<file path="src/rtl/ram_frame_pkg.sv">
// Shared types and constants for the RAM frame sequencer.
package ram_frame_pkg;

    localparam int unsigned LEN_W    = 9;
    localparam int unsigned ADDR_LSB = 16;
    localparam int unsigned DATA_LSB = 0;

    typedef enum logic [2:0] {
        IDLE,
        CLEAR,
        LOAD,
        RD_REQ,
        RD_WAIT,
        RD_OUT
    } state_e;

    function automatic logic [LEN_W-1:0] clamp_len(input logic [LEN_W-1:0] len,
                                                   input logic [LEN_W-1:0] depth);
        return (len > depth) ? depth : len;
    endfunction

endpackage

</file>
<file path="src/rtl/ram_frame_ctrl.sv">
// Frame sequencer: clears the RAM, loads one frame of upstream bytes as
// address-tagged write beats, then reads it back in order to the consumer.
module ram_frame_ctrl
    import ram_frame_pkg::*;
#(
    parameter int unsigned DEPTH = 256
) (
    input  logic             aclk,
    input  logic             aresetn,
    input  logic             start,
    input  logic [LEN_W-1:0] len,
    output logic             busy,
    output logic             done,
    output logic             err,
    input  logic [7:0]       s_axis_tdata,
    input  logic             s_axis_tvalid,
    output logic             s_axis_tready,
    output logic [31:0]      ram_s_tdata,
    output logic             ram_s_tvalid,
    input  logic             ram_s_tready,
    input  logic [31:0]      ram_m_tdata,
    input  logic             ram_m_tvalid,
    output logic             ram_m_tready,
    output logic             ram_clr_n,
    output logic [7:0]       m_axis_tdata,
    output logic             m_axis_tvalid,
    input  logic             m_axis_tready,
    output logic             m_axis_tlast
);

    localparam logic [LEN_W-1:0] DEPTH_L = LEN_W'(DEPTH);
    localparam logic [LEN_W-1:0] ONE     = LEN_W'(1);

    state_e           state_q, state_d;
    logic [LEN_W-1:0] len_q, len_d;
    logic [LEN_W-1:0] wr_cnt_q, wr_cnt_d;
    logic [LEN_W-1:0] rd_cnt_q, rd_cnt_d;
    logic [7:0]       data_q, data_d;
    logic             mvalid_q, mvalid_d;
    logic             done_q, done_d;
    logic             err_q, err_d;
    logic [31:0]      beat;

    // Only the data byte of a read word is meaningful.
    logic unused_rd_bits;
    assign unused_rd_bits = ^ram_m_tdata[31:8];

    always_comb begin
        beat                    = '0;
        beat[ADDR_LSB +: 8]     = wr_cnt_q[7:0];
        beat[DATA_LSB +: 8]     = s_axis_tdata;
    end

    always_comb begin
        state_d       = state_q;
        len_d         = len_q;
        wr_cnt_d      = wr_cnt_q;
        rd_cnt_d      = rd_cnt_q;
        data_d        = data_q;
        mvalid_d      = mvalid_q;
        done_d        = 1'b0;
        err_d         = 1'b0;
        s_axis_tready = 1'b0;
        ram_s_tvalid  = 1'b0;
        ram_s_tdata   = '0;
        ram_m_tready  = 1'b0;
        ram_clr_n     = 1'b1;

        unique case (state_q)
            IDLE: begin
                if (start) begin
                    if (len == '0) begin
                        err_d = 1'b1;
                    end else begin
                        len_d    = clamp_len(len, DEPTH_L);
                        wr_cnt_d = '0;
                        rd_cnt_d = '0;
                        state_d  = CLEAR;
                    end
                end
            end
            CLEAR: begin
                ram_clr_n = 1'b0;
                state_d   = LOAD;
            end
            LOAD: begin
                if (wr_cnt_q < len_q) begin
                    s_axis_tready = ram_s_tready;
                    ram_s_tvalid  = s_axis_tvalid;
                    ram_s_tdata   = beat;
                    if (s_axis_tvalid && ram_s_tready) begin
                        wr_cnt_d = wr_cnt_q + ONE;
                    end
                end
                if (wr_cnt_d == len_q) begin
                    state_d = RD_REQ;
                end
            end
            RD_REQ: begin
                ram_m_tready = 1'b1;
                state_d      = RD_WAIT;
            end
            RD_WAIT: begin
                if (ram_m_tvalid) begin
                    data_d   = ram_m_tdata[7:0];
                    mvalid_d = 1'b1;
                    state_d  = RD_OUT;
                end
            end
            RD_OUT: begin
                if (m_axis_tready) begin
                    mvalid_d = 1'b0;
                    if (rd_cnt_q < len_q) begin
                        rd_cnt_d = rd_cnt_q + ONE;
                    end
                    if (rd_cnt_q + ONE < len_q) begin
                        state_d = RD_REQ;
                    end else begin
                        state_d = IDLE;
                        done_d  = 1'b1;
                    end
                end
            end
            default: state_d = IDLE;
        endcase
    end

    always_ff @(posedge aclk or negedge aresetn) begin
        if (!aresetn) begin
            state_q  <= IDLE;
            len_q    <= '0;
            wr_cnt_q <= '0;
            rd_cnt_q <= '0;
            data_q   <= '0;
            mvalid_q <= 1'b0;
            done_q   <= 1'b0;
            err_q    <= 1'b0;
        end else begin
            state_q  <= state_d;
            len_q    <= len_d;
            wr_cnt_q <= wr_cnt_d;
            rd_cnt_q <= rd_cnt_d;
            data_q   <= data_d;
            mvalid_q <= mvalid_d;
            done_q   <= done_d;
            err_q    <= err_d;
        end
    end

    assign busy          = (state_q != IDLE);
    assign done          = done_q;
    assign err           = err_q;
    assign m_axis_tdata  = data_q;
    assign m_axis_tvalid = mvalid_q;
    assign m_axis_tlast  = mvalid_q && (rd_cnt_q == len_q - ONE);

endmodule
</file>
<file path="config.mk">
export PLATFORM = sky130hd
export DESIGN_NAME = ram_frame_ctrl
export DESIGN_NICKNAME = d
export VERILOG_FILES = /design/src/rtl/ram_frame_pkg.sv /design/src/rtl/ram_frame_ctrl.sv
export SDC_FILE = /design/constraint.sdc
export NUM_CORES = 1
export LEC_CHECK = 0
export ABC_AREA = 1
export BUFFER_PORTS_ARGS = -buffer_cell sky130_fd_sc_hd__buf_4
export CORE_UTILIZATION = 40
export CTS_BUF_LIST = sky130_fd_sc_hd__clkbuf_4 sky130_fd_sc_hd__clkbuf_8
export DETAILED_ROUTE_END_ITERATION = 10
export GPL_ROUTABILITY_DRIVEN = 0
export MAX_ROUTING_LAYER = met4
export PLACE_DENSITY = 0.73
export SLEW_MARGIN = 40
export SYNTH_ARGS = -nofsm -noshare
export SYNTH_HDL_FRONTEND = slang
export SYNTH_SLANG_ARGS = --single-unit
export TNS_END_PERCENT = 20
</file>
<file path="constraint.sdc">
create_clock -name aclk -period 3.25 [get_ports aclk]
set_input_delay 0.4875 -clock aclk [delete_from_list [all_inputs] [get_ports aclk]]
set_output_delay 0.4875 -clock aclk [all_outputs]
set_load 0.03 [all_outputs]
</file>
==> results.cfg <==
[run_status]
status = complete, no violations

[worst_setup_path]
setup.worst_path.start = len_q[6]
timing.critical_path.buf_inv = 3
timing.critical_path.depth = 9
crit_path_max_delay_cell_type = sky130_fd_sc_hd__dfrtp_1
path_delay_family = buffers and inverters
worst_reg2reg_setup_slack_ns = 0.44
rr_endpoint = state_q[0]
critical_path.max_stage_delay_ns = 0.47
crit_path_end_kind = output pin
reg2reg_from = len_q[6]
worstSetupPathType = reg2out
cp_required_ns = 2.76
ff2ff_path_depth = 16
largest_fanout_of_any_net_on_the_critical_path = 18
worst-endpoint-arrival_ns = 2.54
path_cells = inv_1 -> ha_1 -> nand2_1 -> nand2_1 -> a21oi_1 -> nand3_2 -> buf_4 -> nor3_1 -> buf_4
startpoint_type = register

[global_routing]
wire_length_of_the_first_global_routing_pass_mm = 15.3
grt_pass1_vias = 3449
overflow = 0
grtUsageTotal = 0.218
grt_start_max_net_pins = 42
grt_antenna_before_repair = 0

[drt]
detail_route.wl_per_cell_um = 13.4
number_of_nets_with_antenna_violations_after_routing = 0
drt-total-wl_mm = 9.08
via_count = 3498
routed_via_density = 5.16
drt_drc_violations_left = 0
drt_pre_antenna_iters = 5
dr.first_iter.drc_count = 143

[timing]
max_freq_ghz = 0.330
finalCritPeriodShare = 0.931
finClkSkew_ns = 0.00477
timing.slew.headroom = 0.553
min_period_ns = 3.03
report.final.hold_viol_count = 0
max_slew.worst_pin.slew_ns = 0.669
fin_tns_setup_ns = 0
report.final.setup_viol = 0
worst_hold_slack_ns = 0.164
rsz_0062_raised_after_global_routing = no
maxSlewViolCount = 0

[clocking]
numCtsBuffers = 5
cts_buffer_depth = 2
tritoncts = yes
postCtsResizedCells = 0
ctsHoldBuffers = 0
worstSkewPairLatency_ns = 0.30
clk_pin_slew_worst_paths_ns = 0.09
cts_max_level = 2
cts-root-buf = sky130_fd_sc_hd__clkbuf_8
post_cts_buffers = 0
count_of_clock_tree_sinks = 41

[synthesis]
synth_top_cells_by_area = sky130_fd_sc_hd__dfrtp_1, sky130_fd_sc_hd__nand2_1, sky130_fd_sc_hd__ha_1, sky130_fd_sc_hd__nand3_1, sky130_fd_sc_hd__inv_1
multiplexer_fraction_of_the_synthesized_cell_area = 0.0254
netlist.area_leader.share = 0.289
ys_seq_area_frac = 0.289
synthAdderAreaFrac = 0.102
post_synth_xor_area_fraction = 0.0518
post_synthesis_simple_gate_area_fraction = 0.325
netlist_cell_types = 38
number_of_synthesized_register_bits = 41
async_reset_ff_frac = 1.00
synth.largest_area_cell = sky130_fd_sc_hd__dfrtp_1
synthesis.area_mm2 = 0.00355
synthesis.instances = 504
synth-warning-count = 0
synth_enable_flop_cells = 0
synth_compound_area_frac = 0.0920
ys_dominant_reg_cell = sky130_fd_sc_hd__dfrtp_1
postSynthAreaPerCell_um2 = 7.05
synth_top_family_by_area = simple AND/OR/NAND/NOR gates

[floorplan]
start_util = 0.409
placementRows = 34
die-width_um = 96.2
chipHeight_um = 96.2
core_area_mm2 = 0.00868
ioPinCount = 105
fp.dieArea_mm2 = 0.00926

[cells_and_area]
final_net_count = 654
final-instance-count-excl-fill = 678
mostFrequentLayoutCells = sky130_fd_sc_hd__nand2_1, sky130_fd_sc_hd__buf_4, sky130_fd_sc_hd__inv_1
most_common_cell_after_layout_fill_and_taps_aside = sky130_fd_sc_hd__nand2_1
area.growth.synth_to_final_pct = 17.5
antenna_cells = 0
layout-drive-gt1-share = 0.188

[place]
hpwlAfterDp_mm = 7.24
buffer_ports.inserted = 64
placedCellCount = 670

[power]
p_leak_nw = 2.18
vdd_ir_drop_max_mv = 0.492
power_per_cell_area_mw_per_mm2 = 1050

[job]
number_of_max_capacitance_violations_reported = 0

[hold_path]
worst_hold_path_type = in2async
-- final cells by class --
cell class,count,area [um^2]
clock buffer,5,68.8
multi-input combinational,392,2180
inverter,61,229
timing repair buffer,68,510
clock inverter,3,25.0
fill,882,4510
sequential,41,1030
tap,108,135
-- through the flow --
stage          setup slack [ns]  cell area, um^2  total power (W)   util
6_report                  0.224             4170          0.00438  0.481
5_1_grt                  0.0319             4170          0.00479  0.481
4_1_cts                   0.206             4170          0.00437  0.481
3_5_place_dp              0.476             4080          0.00399  0.470
3_3_place_gp              0.555             4080          0.00389  0.470
2_1_floorplan             0.528             3610          0.00326      -
-- registers in the layout (all words and copies together), names as in the netlist --
register,cells
m_axis_tvalid,1
wr_cnt_q,9
err,1
done,1
len_q,9
rd_cnt_q,9
state_q,3
m_axis_tdata,8
-- metal layers --
metal / global-route usage / vias to the layer above / wire length, um
met2: 0.398 / 83 / 4710
li1: - / 1743 / -
met5: - / - / 0
met3: 0.0292 / 15 / 285
met4: 0.0821 / 0 / 199
met1: 0.239 / 1657 / 3880
-- worst max-delay path by stage --
| stage | slack [ns] | to |
|---|---|---|
| final | 0.22 | ram_s_tdata[18] |
| after CTS | 0.21 | ram_s_tdata[18] |
| after detailed placement | 0.48 | state_q[0] |
| after floorplan | 0.53 | m_axis_tlast |
| after global routing | 0.03 | ram_s_tdata[18] |
| after global placement | 0.55 | state_q[0] |
-- kinds of logic after synthesis --
kind of cell             after synthesis
AND/OR/NAND/NOR                      263
buffers and inverters                 86
AO/OA/AOI/OAI                         55
flip-flops                            41
adder cells (fa/ha/maj)               29
XOR/XNOR                              21
multiplexers                           8
other                                  1
-- power breakdown --
part	switching (W)	internal (W)
logic	0.00204	0.00107
clock network	0.000204	0.000157
registers	0.000212	0.000699
total	0.00245	0.00192
-- synthesized netlist by cell type, types with 4 or more instances --
cell type                    n
sky130_fd_sc_hd__ha_1       29
sky130_fd_sc_hd__o21ai_0    23
sky130_fd_sc_hd__nor3_1     16
sky130_fd_sc_hd__inv_2       4
sky130_fd_sc_hd__nand3_1    52
sky130_fd_sc_hd__nand2_1   135
sky130_fd_sc_hd__xor2_1     18
sky130_fd_sc_hd__nor2_1     36
sky130_fd_sc_hd__clkbuf_1    4
sky130_fd_sc_hd__nand2_2     6
sky130_fd_sc_hd__a21oi_1    14
sky130_fd_sc_hd__o22ai_1     7
sky130_fd_sc_hd__dfrtp_1    41
sky130_fd_sc_hd__buf_4      17
sky130_fd_sc_hd__inv_1      56
sky130_fd_sc_hd__mux2_2      8
(Power assumes the default switching activity.)
